===== src/rtl/mem_arbiter.sv =====
`default_nettype none
// ============================================================================
// mem_arbiter : byte-wide single-port RAM controller, IF/MEM arbiter (MEM wins)
// Optional fetch buffer: MEM_ARBITER_FETCH_BUF_EN            Rev 1.0
// ============================================================================
module mem_arbiter #(
  parameter int RAM_AW = 17
) (
  input  logic              clk,
  input  logic              rst,
  input  logic              if_req,
  input  logic [31:0]       if_addr,
  output logic [31:0]       if_data,
  output logic              if_done,
  input  logic              mem_req,
  input  logic              mem_we,
  input  logic [1:0]        mem_size,
  input  logic [31:0]       mem_addr,
  input  logic [31:0]       mem_wdata,
  output logic [31:0]       mem_rdata,
  output logic              mem_done,
  output logic [RAM_AW-1:0] ram_addr,
  output logic              ram_wr,
  output logic [7:0]        ram_dout,
  input  logic [7:0]        ram_din,
  output logic              lock_from_IF,
  output logic              lock_from_MEM
);

  typedef enum logic [1:0] {
    IDLE   = 2'd0,
    IF_RD  = 2'd1,
    MEM_RD = 2'd2,
    MEM_WR = 2'd3
  } state_t;

  state_t            state, state_nxt;
  logic [2:0]        cnt, len;
  logic [RAM_AW-1:0] base;
  logic [RAM_AW-1:0] next_addr;
  logic [31:0]       wbuf, asm_q, asm_nxt;
  logic [31:0]       fb_word;
  logic [1:0]        cap_idx, wr_idx;
  logic              acc_mem, acc_if, fb_hit, rd_last, wr_last, any_done;
  logic              unused_addr_bits;

  function automatic logic [2:0] size_len(input logic [1:0] sz);
    case (sz)
      2'b00:   return 3'd1;
      2'b01:   return 3'd2;
      default: return 3'd4;
    endcase
  endfunction

  assign lock_from_IF     = if_req & ~if_done;
  assign lock_from_MEM    = mem_req & ~mem_done;
  assign any_done         = if_done | mem_done;
  assign next_addr        = base + RAM_AW'(cnt + 3'd1);
  assign cap_idx          = 2'(cnt - 3'd1);
  assign wr_idx           = 2'(cnt + 3'd1);
  assign unused_addr_bits = ^{if_addr[31:RAM_AW], mem_addr[31:RAM_AW]};

`ifdef MEM_ARBITER_FETCH_BUF_EN
  logic        fb_valid;
  logic [31:0] fb_addr, fb_data, if_addr_q;

  assign fb_hit  = fb_valid && (fb_addr == if_addr);
  assign fb_word = fb_data;

  always_ff @(posedge clk) begin
    if (rst) begin
      fb_valid  <= 1'b0;
      fb_addr   <= '0;
      fb_data   <= '0;
      if_addr_q <= '0;
    end else begin
      if (acc_if)
        if_addr_q <= if_addr;
      if (acc_mem && mem_we) begin
        fb_valid <= 1'b0;
      end else if (rd_last && state == IF_RD) begin
        fb_valid <= 1'b1;
        fb_addr  <= if_addr_q;
        fb_data  <= asm_nxt;
      end
    end
  end
`else
  assign fb_hit  = 1'b0;
  assign fb_word = '0;
`endif

  // Byte k arrives one cycle after its address, i.e. while cnt == k+1.
  always_comb begin
    asm_nxt = asm_q;
    if ((state == IF_RD || state == MEM_RD) && cnt != 3'd0)
      asm_nxt[{cap_idx, 3'b000} +: 8] = ram_din;
  end

  always_ff @(posedge clk) begin
    if (rst)
      state <= IDLE;
    else
      state <= state_nxt;
  end

  // The cycle carrying any done pulse is a turnaround cycle: nothing is accepted.
  always_comb begin
    state_nxt = state;
    acc_mem   = 1'b0;
    acc_if    = 1'b0;
    rd_last   = 1'b0;
    wr_last   = 1'b0;
    case (state)
      IDLE: begin
        if (!any_done) begin
          if (mem_req) begin
            acc_mem   = 1'b1;
            state_nxt = mem_we ? MEM_WR : MEM_RD;
          end else if (if_req && !fb_hit) begin
            acc_if    = 1'b1;
            state_nxt = IF_RD;
          end
        end
      end
      IF_RD, MEM_RD: begin
        if (cnt == len) begin
          rd_last   = 1'b1;
          state_nxt = IDLE;
        end
      end
      MEM_WR: begin
        if (cnt == len - 3'd1) begin
          wr_last   = 1'b1;
          state_nxt = IDLE;
        end
      end
      default: state_nxt = IDLE;
    endcase
  end

  always_ff @(posedge clk) begin
    if (rst) begin
      cnt       <= '0;
      len       <= '0;
      base      <= '0;
      wbuf      <= '0;
      asm_q     <= '0;
      ram_addr  <= '0;
      ram_wr    <= 1'b0;
      ram_dout  <= '0;
      if_data   <= '0;
      if_done   <= 1'b0;
      mem_rdata <= '0;
      mem_done  <= 1'b0;
    end else begin
      if_done  <= 1'b0;
      mem_done <= 1'b0;
      if (acc_mem) begin
        base     <= mem_addr[RAM_AW-1:0];
        ram_addr <= mem_addr[RAM_AW-1:0];
        len      <= size_len(mem_size);
        cnt      <= '0;
        asm_q    <= '0;
        wbuf     <= mem_wdata;
        if (mem_we) begin
          ram_wr   <= 1'b1;
          ram_dout <= mem_wdata[7:0];
        end
      end else if (acc_if) begin
        base     <= if_addr[RAM_AW-1:0];
        ram_addr <= if_addr[RAM_AW-1:0];
        len      <= 3'd4;
        cnt      <= '0;
        asm_q    <= '0;
      end else if (state == IDLE && !any_done && if_req && fb_hit) begin
        if_done <= 1'b1;
        if_data <= fb_word;
      end else begin
        case (state)
          IF_RD, MEM_RD: begin
            cnt   <= cnt + 3'd1;
            asm_q <= asm_nxt;
            if (cnt < len - 3'd1)
              ram_addr <= next_addr;
            if (rd_last) begin
              cnt <= '0;
              if (state == IF_RD) begin
                if_data <= asm_nxt;
                if_done <= 1'b1;
              end else begin
                mem_rdata <= asm_nxt;
                mem_done  <= 1'b1;
              end
            end
          end
          MEM_WR: begin
            if (wr_last) begin
              cnt      <= '0;
              ram_wr   <= 1'b0;
              mem_done <= 1'b1;
            end else begin
              cnt      <= cnt + 3'd1;
              ram_addr <= next_addr;
              ram_dout <= wbuf[{wr_idx, 3'b000} +: 8];
            end
          end
          default: ;
        endcase
      end
    end
  end

endmodule
`default_nettype wire


===== config.mk =====
export PLATFORM = sky130hd
export DESIGN_NAME = mem_arbiter
export DESIGN_NICKNAME = d
export VERILOG_FILES = /design/src/rtl/mem_arbiter.sv
export SDC_FILE = /design/constraint.sdc
export NUM_CORES = 1
export LEC_CHECK = 0
export ABC_AREA = 0
export BUFFER_PORTS_ARGS = -buffer_cell sky130_fd_sc_hd__buf_2
export CAP_MARGIN = 30
export CORE_ASPECT_RATIO = 1.4
export CORE_UTILIZATION = 43
export CTS_BUF_LIST = sky130_fd_sc_hd__clkbuf_2 sky130_fd_sc_hd__clkbuf_4 sky130_fd_sc_hd__clkbuf_8
export DETAILED_ROUTE_END_ITERATION = 7
export PLACE_DENSITY = 0.64
export REMOVE_ABC_BUFFERS = 1
export SETUP_SLACK_MARGIN = 0.3
export SYNTH_ARGS = -nofsm -noshare
export SYNTH_HDL_FRONTEND = slang
export SYNTH_SLANG_ARGS = --single-unit
export TNS_END_PERCENT = 100

===== constraint.sdc =====
create_clock -name clk -period 3.31 [get_ports clk]
set_clock_uncertainty 0.1 [all_clocks]
set_input_delay 0.331 -clock clk [delete_from_list [all_inputs] [get_ports clk]]
set_output_delay 0.331 -clock clk [all_outputs]
set_load 0.01 [all_outputs]

---- Word-level counts from Yosys, hierarchy flattened ----
Cells that the tools add are included.
storage, ports and cells
  word-level logic and storage cells ...... 115
  input port bits ......................... 111
  bits in registers ....................... 181
cells by class
  add/sub/neg operators ................... 6
  magnitude comparators ................... 1
  reduce and logical (&&, ||, !) cells .... 19
  equality and inequality tests ........... 15
  mux-type cells .......................... 48
  shift-type cells ........................ 3
  bitwise logic cells ..................... 10
operator list
  operator                                                                count
  17-bit 2-to-1 mux                                                       6
  8-bit 2-to-1 mux                                                        5
  17-bit one-hot mux with 2 select lines                                  1
  32-bit bitwise mux                                                      1
  32-bit 2-to-1 mux                                                       1
  8-bit by 7-bit variable shift with 32-bit output, first input constant  1
  32-bit by 6-bit indexed part select with 8-bit output                   1
  8-bit by 7-bit indexed part select with 32-bit output                   1
  1-bit 2-to-1 mux                                                        21
  17-bit by 4-bit adder with 17-bit output                                1
  3-bit 2-to-1 mux                                                        4
  2-bit inequality test, second input constant                            6
  3-bit one-hot mux with 2 select lines                                   2
  4-bit AND reduction                                                     3
  2-bit 2-to-1 mux                                                        5
  5-bit AND reduction                                                     2
  4-bit inequality test, second input constant                            2
  2-bit nonzero test                                                      4
  5-bit negation with 7-bit output                                        1
  1-bit inverter                                                          7
  3-bit == test                                                           2
  2-bit one-hot mux with 3 select lines                                   1
  5-bit OR reduction                                                      1
  3-bit by 1-bit adder with 4-bit output, second input constant           1
  other kinds (18)                                                        22

---- Logic depth before layout (Yosys ltp) ----
  word-level depth ........................ 8
  depth in mapped cells ................... 12

---- Least setup slack after synthesis ----
No wires, ideal clock.
  kind .................................... reg2reg
  start ................................... register cnt[0]
  end ..................................... register ram_addr[8]
  clock period less this slack ............ 2.566 ns
  cell stages (with the launch flop) ...... 12
  data arrival time ....................... 2.349 ns
  setup slack ............................. 0.744 ns
  setup time .............................. 0.117 ns
  cells stage by stage .................... dfxtp_1 > buf_2 > inv_1 > ha_1 > inv_1 > fa_1 > a21oi_1 > nor2_1 > and4_1 > xnor2_1 > o21ai_0 > a32o_1
on the way
  cells in the longest elaborated chain, start to end .. 6
RTL lines
  item                                      line      text
  start, declared                           38        logic [2:0] cnt, len;
  start signal, assigned                    182       cnt <= cnt + 3'd1;
  start signal, assigned                    203       cnt <= cnt + 3'd1;
  3-bit by 1-bit adder with 4-bit output    58        assign next_addr = base + RAM_AW'(cnt + 3'd1);
  17-bit by 4-bit adder with 17-bit output  58
  17-bit 2-to-1 mux (on tied branches)      198, 184
  17-bit one-hot mux with 2 select lines    180       case (state)
  17-bit 2-to-1 mux                         170       end else if (acc_if) begin
  17-bit 2-to-1 mux                         159       if (acc_mem) begin
  end signal, assigned                      161       ram_addr <= mem_addr[RAM_AW-1:0];
  end signal, assigned                      172       ram_addr <= if_addr[RAM_AW-1:0];
  end signal, assigned                      185       ram_addr <= next_addr;
  end, declared                             22        output logic [RAM_AW-1:0] ram_addr,
Several ways; a longest one is shown, not always the timed one. The select of a mux whose other input is x is not followed.
A chain may end at the register's enable or synchronous reset.

---- Worst setup path in the final report ----
  start ................................... register len[1]
  end ..................................... register ram_addr[8]
on the way
  cells in the longest elaborated chain, start to end .. 6
RTL lines
  item                                             line      text
  start, declared                                  38
  start signal, assigned                           162       len <= size_len(mem_size);
  3-bit by 1-bit subtractor with 3-bit output (*)  133, 184
  3-bit == test                                    133       if (cnt == len - 3'd1) begin
  1-bit 2-to-1 mux                                 133
  1-bit 2-to-1 mux                                 114       case (state)
  4-bit inequality test (no source line)           -
  3-bit AND reduction (no source line) (*)         -
Mark *: on every way between the ends. The rest lies on a longest branch, timed or not.

==> impl_results.md <==
* Maximum VDD drop at 0.341 mV
* Final HPWL DP at 13.3 mm
* CTS tree: done
* WP data arrival at 2.92 ns
* Crit Path Class: reg -> reg
* Initial antenna violation count at 1
* Warnings from Yosys at 0
* Req. time, crit path at 3.57 ns
* Die height at 160 um
* Total wire length at 19.8 mm
* Status: completed
* HP Class: in -> reg
* Max-Cap Viols at 0
* Largest net degree at the start of global routing at 65
* WL/cell at 15.1 um
* Cts bufs inserted at 17
* Lkg Pwr at 3.68 nW
* Sequential power share at 40.2%
* Most frequent cell after synthesis: dfxtp_1
* Core Util, Final at 53.3%
* Synth cell types at 58
* Fmax at 376 MHz
* Post-DRT Antenna Nets at 0
* PostCTS Resize Cnt at 0
* Min cycle time layout at 2.66 ns
* Total Die Area at 0.0184 mm^2
* Combinational Power Share at 40.6%
* CTS clk-pin slew, worst paths at 0.09 ns
* Residual DRC count at 0
* Initial Utilization at 44.0%
* Clk_lat worst skew at 0.46 ns
* Root Driver: clkbuf_8
* M3 GR Usage at 4.59%
* Yosys reg bits at 181
* Setup violators final at 0
* DR pass1 iterations at 5
* Yosys top cell area share at 47.3%
* R2R cell count at 10
* GRT Resource Usage Total at 22.0%
* Final max-slew violation count at 0
* Global route hottest layer: met2
* Die width at 115 um
* Clk network pwr share at 19.2%
* Port bufs at 174
* Grt met2 use at 38.9%
* Final Hold Viols at 0
* Area contributors post-synth: dfxtp_1, nor2_1, a211oi_1
* Via count at 6,761
* # rows at 57
* 1st-iter DRT viols at 394
* Synthesis-to-layout area growth at 21.1%
* Number of flops mapped to enable cells by yosys at 0
* Core region area at 0.0174 mm^2
* Met1 Resource Use GR at 25.9%
* Io pins at 205
* H-tree depth at 4
* Psw at 2.90 mW
* Yosys top cell by area: dfxtp_1
* CP endpoint kind: flop
* Period utilization at 80.3%
* Post-Syn Instances at 894
* Synth Cell Area at 0.00766 mm^2
* Ys async rst share at 0%
* Critical path fanouts, max at 18
* P_int at 4.49 mW
* Vias in the first global route at 6,444
* Grt ovf at 0
* Net Sw Frac at 39.3%
* # clock sinks at 181
* RSZ-0062 raised after global routing: false
* Top FF cell, synth: dfxtp_1
* Layout cell share with drive strength beyond 1 at 23.3%
* Slew HR at 32.2%
* First-pass GRT wire length at 31.8 mm
* CP startpoint kind: flop
* Pwr dens at 797 mW/mm^2
* Synthesized area per cell at 8.57 um^2
* Final nets at 1,193
* Most instantiated cells after synthesis: dfxtp_1, nor2_1, nand2_1, a21oi_1, a211oi_1
* Worst hold path depth at 3
* Clock Tree Buf Depth at 2
* Tightest Pin Transition at 1.02 ns
* WHS at 0.0295 ns
* Vias per cell at 5.15
* Global placer's final weighted congestion at 0.797
* Register area share after synthesis at 47.3%
-- through the flow --
step / setup slack, ns / total power [mW] / std cells / instance area (um^2) / setup TNS, ns
after floorplan: -0.00531 / 4.93 / 829 / 7360 / -0.169
after global placement: 0.579 / 5.96 / 1256 / 8660 / 0
after detailed placement: 0.487 / 6.01 / 1256 / 8660 / 0
after CTS: 0.460 / 7.45 / 1311 / 9270 / 0
after global routing: 0.405 / 7.96 / 1313 / 9280 / 0
final: 0.653 / 7.40 / 1313 / 9280 / 0
-- repair_timing --
item | 4_1_cts | 5_1_grt
endpoints found under the setup margin | 0 | 12
hold buffers | 25 | 0
endpoints found under the hold margin | 25 | 0
buffers inserted | 0 | 0
-- power by group through the flow --
stage	combinational, mW	clock, mW	sequential (mW)
after global routing	3.37	1.56	3.04
after CTS	3.02	1.46	2.97
after detailed placement	2.99	0	3.02
final	3.00	1.42	2.97
after global placement	2.95	0	3.01
after floorplan	1.77	0	3.16
-- worst paths after layout --
path	startpoint	slack (ns)	to
worst max-delay path	len[1]	0.65	ram_addr[8]
worst min-delay path	mem_wdata[9]	0.03	wbuf[9]
worst max register to register	len[1]	0.65	ram_addr[8]
worst min register to register	wbuf[17]	0.36	wbuf[17]
-- layer usage --
| metal | up-vias | share of wire (%) |
|---|---|---|
| met3 | 25 | 3.8 |
| li1 | 3460 | - |
| met1 | 3121 | 43 |
| met2 | 155 | 51 |
| met4 | 0 | 2.1 |
| met5 | - | 0 |
-- layout make-up --
cell class              instances  area, um^2
fillers                      1721        8130
clock inverters                 7        76.3
inverters                      15        56.3
clock buffers                  23         279
diodes                          1        2.50
flip-flops and latches        181        3620
repair buffers                216        1250
multi-input cells             634        3690
well taps                     236         295
-- state kept, by name, summed over array words and instances (netlist names) --
register	count
state	2
cnt	3
ram_dout	8
if_done	1
wbuf	32
base	17
len	3
mem_done	1
mem_rdata	32
ram_addr	17
ram_wr	1
if_data	32
asm_q	32
-- logic make-up (layout without fill, tap and decap cells) --
family,Yosys count,in the layout,share of synthesized area (%)
mux,10,10,2.65
flops,181,181,47.3
buf+inv,80,261,4.69
simple gates,368,369,21.4
other cells,0,1,0
fa+ha+maj,17,17,2.87
compound gates,221,221,19.2
xor+xnor,17,17,1.94
-- placed cells by master (no fill, tap or decap), drive strengths merged, types with 7 or more instances in the layout --
cell	instances
a211oi	74
a21oi	90
a311oi	14
buf	191
clkbuf	23
dfxtp	181
dlygate4sd3	25
ha	16
inv	16
mux4	8
nand2	110
nand2b	12
nand3	8
nor2	169
nor3	44
o21ai	16
o22ai	7
xnor2	13
-- critical path: stages (launching register included) --
cell and delay [ns]:
dfxtp_1 0.38, inv_1 0.06, ha_1 0.18, xnor2_1 0.12, ha_1 0.31, nand3_1 0.14, nor2_1 0.16, nor3_1 0.10
nor2_2 0.66, nor3_1 0.10, a32o_1 0.24
(Power assumes the default switching activity.)
